--- src/rtl/run_monitor_pkg.sv ---
// Shared types and helpers for the run supervisor and its capture FIFO.
package run_monitor_pkg;

    typedef enum logic [1:0] {
        IDLE    = 2'd0,
        RUN     = 2'd1,
        DONE    = 2'd2,
        TIMEOUT = 2'd3
    } state_t;

    // Pointer width for a power-of-two depth; never narrower than one bit.
    function automatic int ptr_width(input int depth);
        int w;
        w = 32'sd1;
        while ((32'sd1 << w) < depth) begin
            w = w + 32'sd1;
        end
        return w;
    endfunction

endpackage

--- src/rtl/sync_fifo.sv ---
// First-word-fall-through FIFO with synchronous reset and flush; wrap-around
// pointers plus a separate occupancy counter.
module sync_fifo
    import run_monitor_pkg::*;
#(
    parameter int DATA_W = 16,
    parameter int DEPTH  = 16
) (
    input  logic                         clk,
    input  logic                         rst,
    input  logic                         flush,
    input  logic                         wr_en,
    input  logic [DATA_W-1:0]            wr_data,
    input  logic                         rd_en,
    output logic [DATA_W-1:0]            rd_data,
    output logic                         full,
    output logic                         empty,
    output logic [ptr_width(DEPTH):0]    count,
    output logic                         wr_accept,
    output logic                         wr_drop
);

    localparam int PW = ptr_width(DEPTH);
    localparam logic [PW:0] FULL_COUNT = (PW + 1)'(DEPTH);

    logic [DATA_W-1:0] mem_r [DEPTH];
    logic [PW-1:0]     wr_ptr_r;
    logic [PW-1:0]     rd_ptr_r;
    logic [PW:0]       count_r;
    logic              pop_s;

    assign empty = (count_r == {(PW + 1){1'b0}});
    assign full  = (count_r == FULL_COUNT);
    assign count = count_r;

    // Head is masked while empty so stale storage never leaks out.
    assign rd_data = empty ? {DATA_W{1'b0}} : mem_r[rd_ptr_r];

    // Flush takes priority over both ports; a pop frees the slot a full push needs.
    always_comb begin
        pop_s     = 1'b0;
        wr_accept = 1'b0;
        wr_drop   = 1'b0;
        if (flush) begin
            pop_s     = 1'b0;
            wr_accept = 1'b0;
            wr_drop   = 1'b0;
        end else begin
            pop_s     = rd_en && !empty;
            wr_accept = wr_en && (!full || pop_s);
            wr_drop   = wr_en && full && !pop_s;
        end
    end

    // Pointer and occupancy registers.
    always_ff @(posedge clk) begin
        if (rst || flush) begin
            wr_ptr_r <= {PW{1'b0}};
            rd_ptr_r <= {PW{1'b0}};
            count_r  <= {(PW + 1){1'b0}};
        end else begin
            if (wr_accept) begin
                wr_ptr_r <= wr_ptr_r + PW'(1);
            end
            if (pop_s) begin
                rd_ptr_r <= rd_ptr_r + PW'(1);
            end
            case ({wr_accept, pop_s})
                2'b10:   count_r <= count_r + (PW + 1)'(1);
                2'b01:   count_r <= count_r - (PW + 1)'(1);
                default: count_r <= count_r;
            endcase
        end
    end

    // Storage array; contents are only observable through a non-zero count.
    always_ff @(posedge clk) begin
        if (wr_accept) begin
            mem_r[wr_ptr_r] <= wr_data;
        end
    end

endmodule

--- src/rtl/run_monitor.sv ---
// Run supervisor: arms on start, counts RUN cycles, captures to_mem words into
// a readback FIFO and ends the run on halt or on a cycle timeout.
module run_monitor
    import run_monitor_pkg::*;
#(
    parameter int DATA_W         = 16,
    parameter int FIFO_DEPTH     = 16,
    parameter int TIMEOUT_CYCLES = 2000000,
    parameter int CNT_W          = 32
) (
    input  logic              clk,
    input  logic              rst,
    input  logic              start,
    input  logic [DATA_W-1:0] mem_data,
    input  logic              mem_valid,
    input  logic              halt,
    input  logic              rd_en,
    output logic [DATA_W-1:0] rd_data,
    output logic              rd_valid,
    output logic              busy,
    output logic              done,
    output logic              timeout,
    output logic              overflow,
    output logic [CNT_W-1:0]  cycle_count,
    output logic [CNT_W-1:0]  word_count
);

    localparam logic [CNT_W-1:0] TIMEOUT_LAST = CNT_W'(TIMEOUT_CYCLES - 1);
    localparam int               PW           = ptr_width(FIFO_DEPTH);

    state_t            state_r;
    state_t            state_s;
    logic [CNT_W-1:0]  cycle_count_r;
    logic [CNT_W-1:0]  word_count_r;
    logic              overflow_r;
    logic              arm_s;
    logic              push_s;
    logic              accept_s;
    logic              drop_s;
    logic              fifo_empty_s;
    logic              fifo_full_s;
    logic [PW:0]       fifo_count_s;
    logic              fifo_unused_s;

    // A start outside RUN re-arms; inside RUN it is ignored.
    assign arm_s  = start && (state_r != RUN);
    assign push_s = mem_valid && (state_r == RUN);

    sync_fifo #(
        .DATA_W (DATA_W),
        .DEPTH  (FIFO_DEPTH)
    ) u_fifo (
        .clk       (clk),
        .rst       (rst),
        .flush     (arm_s),
        .wr_en     (push_s),
        .wr_data   (mem_data),
        .rd_en     (rd_en),
        .rd_data   (rd_data),
        .full      (fifo_full_s),
        .empty     (fifo_empty_s),
        .count     (fifo_count_s),
        .wr_accept (accept_s),
        .wr_drop   (drop_s)
    );

    assign fifo_unused_s = fifo_full_s ^ (^fifo_count_s);

    // Next-state decode; halt outranks the timeout in the same cycle.
    always_comb begin
        state_s = state_r;
        case (state_r)
            IDLE, DONE, TIMEOUT: begin
                if (start) begin
                    state_s = RUN;
                end else begin
                    state_s = state_r;
                end
            end
            RUN: begin
                if (halt) begin
                    state_s = DONE;
                end else if (cycle_count_r == TIMEOUT_LAST) begin
                    state_s = TIMEOUT;
                end else begin
                    state_s = RUN;
                end
            end
            default: state_s = IDLE;
        endcase
    end

    // State, run counters and sticky overflow.
    always_ff @(posedge clk) begin
        if (rst) begin
            state_r       <= IDLE;
            cycle_count_r <= {CNT_W{1'b0}};
            word_count_r  <= {CNT_W{1'b0}};
            overflow_r    <= 1'b0;
        end else begin
            state_r <= state_s;
            if (arm_s) begin
                cycle_count_r <= {CNT_W{1'b0}};
                word_count_r  <= {CNT_W{1'b0}};
                overflow_r    <= 1'b0;
            end else begin
                if (state_r == RUN) begin
                    cycle_count_r <= cycle_count_r + CNT_W'(1);
                end
                if (accept_s && (word_count_r != {CNT_W{1'b1}})) begin
                    word_count_r <= word_count_r + CNT_W'(1);
                end
                if (drop_s) begin
                    overflow_r <= 1'b1;
                end
            end
        end
    end

    assign rd_valid    = !fifo_empty_s;
    assign busy        = (state_r == RUN);
    assign done        = (state_r == DONE);
    assign timeout     = (state_r == TIMEOUT);
    assign overflow    = overflow_r;
    assign cycle_count = cycle_count_r;
    assign word_count  = word_count_r;

endmodule

--- config.mk ---
export PLATFORM = sky130hd
export DESIGN_NAME = run_monitor
export DESIGN_NICKNAME = d
export VERILOG_FILES = /design/src/rtl/run_monitor_pkg.sv /design/src/rtl/sync_fifo.sv /design/src/rtl/run_monitor.sv
export SDC_FILE = /design/constraint.sdc
export NUM_CORES = 1
export LEC_CHECK = 0
export ABC_AREA = 1
export CAP_MARGIN = 10
export CORE_ASPECT_RATIO = 1.4
export CORE_MARGIN = 2
export CORE_UTILIZATION = 59
export DETAILED_ROUTE_END_ITERATION = 6
export MAX_ROUTING_LAYER = met4
export PLACE_DENSITY = 0.86
export SKIP_LAST_GASP = 1
export SYNTH_ARGS = -nofsm -noshare
export SYNTH_HDL_FRONTEND = slang
export SYNTH_SLANG_ARGS = --single-unit
export TNS_END_PERCENT = 10
--- constraint.sdc ---
create_clock -name clk -period 2.5 [get_ports clk]
set_input_delay 0.25 -clock clk [delete_from_list [all_inputs] [get_ports clk]]
set_output_delay 0.25 -clock clk [all_outputs]
set_load 0.05 [all_outputs]
==> flow_metrics.tcl <==
set metrics [dict create \
    reg2reg_to "u_fifo.count[4]" \
    nFillCells 1611 \
    peakVddDrop_mv 0.822 \
    drive_above_1_share_pct 11.2 \
    fin_area_mm2 0.0183 \
    swShare_pct 24.1 \
    r2r_setup_slack_ns 0.27 \
    routedWlPerCell_um 20.4 \
    combPwrFrac_pct 10.7 \
    drv_cap 0 \
    cp_max_fo 8 \
    mostFrequentLayoutCell "nand2_1" \
    setup_violations 15 \
    wl_met1_um 14500 \
    p_leak_nw 6.74 \
    dr.pass1.iters 6 \
    io_pins 107 \
    wl_met2_um 21200 \
    reg2regPathDepth 15 \
    netlist_area_mm2 0.0149 \
    crit_required_ns 2.25 \
    routed_wl_um 41300 \
    arrival_ns 2.36 \
    intPower_mw 9.54 \
    grt_usage_pct 28.8 \
    worst_pin_slew_ns 0.845 \
    violations "setup timing" \
    port_buffers 106 \
    power.total_mw 12.6 \
    htreeDepth 1 \
    setup_slack_ns -0.111 \
    hold_viol 0 \
    antenna_found_initial 0 \
    end_kind "primary output" \
    min_path_type "input port to register" \
    min_to "state_r[1]" \
    fin_crit_ns 2.61 \
    die_area_mm2 0.0265 \
    initial_utilization_pct 60.1 \
    vias_per_cell 5.96 \
    drc 0 \
    clockPowerShare_pct 40.6 \
    min_path_cells 2 \
    start_kind "register" \
    syn_nets 1594 \
    cts-hold-fix-buffers 0 \
    grt_pass1_wl_um 59000 \
    worstSkewPairLatency_ns 0.56 \
    power.density_mw_per_mm2 686 \
    fmax_mhz 383 \
    hpwlAfterDp_um 23900 \
    period_share_pct 104 \
    mostFrequentLayoutCells "nand2_1 (477), edfxtp_1 (256), nand3_1 (176)" \
    fin_nets 1724 \
    placed_area_mm2 0.0166 \
    cts_tree "yes" \
    finClkSkew_ns 0.0113 \
    max_slew_margin_pct 43.5 \
    multi_input_area_mm2 0.00503 \
    crit_type "register to primary output" \
    status "complete, but fails checks" \
    overflow 0 \
    seqCellArea_mm2 0.00937 \
    cts_made_buffers 31 \
    drt_iter0_markers 1272 \
    yosysSeqAreaShare_pct 62.9 \
    via_count 12100 \
    gp_congestion 0.913 \
    yosysWarnings 0 \
    std_cell_rows 68 \
    grt_pass1_vias 11300 \
    grt_max_degree 81 \
    ant_nets 0 \
    power_frac_seq_pct 48.7 \
    maxUsedRoutingLayer "met4" \
    synth_cells 1561 \
    clkTransAtPathRegs_ns 0.07 \
    diodes 0 \
    report.final.slew_viol_count 0 \
    area_growth_pct 23.0 \
    clock-sinks 340 \
    die_y_um 192 \
    synth.distinct_cells 35 \
    clk_path_buf_depth 3 \
    min-delay-start "rst" \
    synth.avg_cell_area_um2 9.54 \
    netSwitchingPower_mw 3.03 \
    wl_met3_um 3680 \
    rr_startpoint "u_fifo.count[2]" \
    die_x_um 138 \
    ys_seq_elements 340 \
    fp.coreArea_mm2 0.0248 \
    grt_setup_unrepaired "yes" \
    clock-root-buffer "clkbuf_16" \
]
## sequential cells by signal (all words and copies together) (netlist names), named ones only
name / cells
state_r: 2
u_fifo.mem_r: 256
overflow: 1
word_count: 32
u_fifo.wr_ptr_r: 4
u_fifo.count: 5
u_fifo.rd_ptr_r: 4
cycle_count: 32
## what timing repair did
| item | 4_1_cts | 5_1_grt |
|---|---|---|
| endpoints found under the setup margin | 16 | 17 |
| pin swaps | 1 | 16 |
| gates resized for setup | 16 | 39 |
| gates cloned | 2 | 14 |
| setup buffers | 0 | 5 |
## stage by stage
stage | utilization (%) | instances | hold WS, ns | TNS (ns) | setup WS, ns
6_report | 74.0 | 2030 | 0.317 | -0.686 | -0.111
5_1_grt | 74.0 | 2030 | 0.311 | -1.48 | -0.153
4_1_cts | 71.8 | 2011 | 0.299 | -0.932 | -0.107
3_5_place_dp | 66.9 | 1952 | 0.468 | 0 | 0.212
3_3_place_gp | 66.9 | 1952 | 0.463 | 0 | 0.237
2_1_floorplan | - | 1561 | 0.319 | 0 | 0.104
## cells in the mapped netlist (all sizes together)
library cell  instances  area (um2)
a21boi                1        7.51
xnor2                 6        52.6
o31ai                16         120
inv                  93         352
buf                  31         170
or2                   1        6.26
clkinv                1        5.00
o21ai                34         170
xor2                 17         149
o21a                  4        30.0
nor3b                 3        27.5
nand3               180         906
a21oi               103         515
nor2                166         682
nand2               488        1870
o21bai                1        7.51
nand4                16         100
dfxtp                84        1680
nor3                 14        81.3
clkbuf               35         131
edfxtp              256        7690
ha                   11         138
## per-layer routing
| layer | vias to the layer above | track usage, % |
|---|---|---|
| met1 | 5638 | 33.3 |
| met4 | 0 | 11.9 |
| met5 | - | - |
| li1 | 5524 | - |
| met3 | 151 | 3.44 |
| met2 | 787 | 51.4 |
## power groups by stage
stage          Clock (mW)  Combinational [mW]  Sequential, mW
2_1_floorplan           0               0.622            6.24
3_3_place_gp            0                1.09            6.23
3_5_place_dp            0                1.12            6.24
4_1_cts              5.11                1.17            6.11
5_1_grt              5.36                1.41            6.12
6_report             5.10                1.35            6.12
## worst max-delay path, stage by stage (launching register included)
cell and delay (ns):
dfxtp_4 0.51, clkbuf_16 0.21, buf_6 0.16, nand2_1 0.12, nand3_1 0.15, nand3_1 0.11, nand2_1 0.08, nand2_1 0.08
a21oi_2 0.22, buf_12 0.16
## worst max path at each step
stage                      end             from
5_1_grt            rd_data[10]         register
4_1_cts             rd_data[3]         register
3_3_place_gp   u_fifo.count[4]        mem_valid
2_1_floorplan  u_fifo.count[4]  u_fifo.count[0]
6_report            rd_data[6]         register
3_5_place_dp   u_fifo.count[4]            rd_en
## cell families (layout without fill, tap and decap cells)
group	count (synthesis)	after routing	share of synthesized area, %
flops	340	340	62.9
simple gates	868	868	24.7
compound gates	159	159	5.71
fa+ha+maj	11	11	0.924
xor+xnor	23	23	1.35
buf+inv	160	314	4.42
## final cells by class
| type | count | share of cell area, % |
|---|---|---|
| Sequential cell | 340 | 51.2 |
| Inverter | 94 | 2.03 |
| Tap cell | 315 | 2.15 |
| Clock inverter | 17 | 1.29 |
| Timing Repair Buffer | 162 | 11.2 |
| Multi-Input combinational cell | 1061 | 27.5 |
| Clock buffer | 40 | 4.69 |
| Timing Repair inverter | 1 | 0.0273 |
Note: power is estimated with default switching activity, not from simulation.
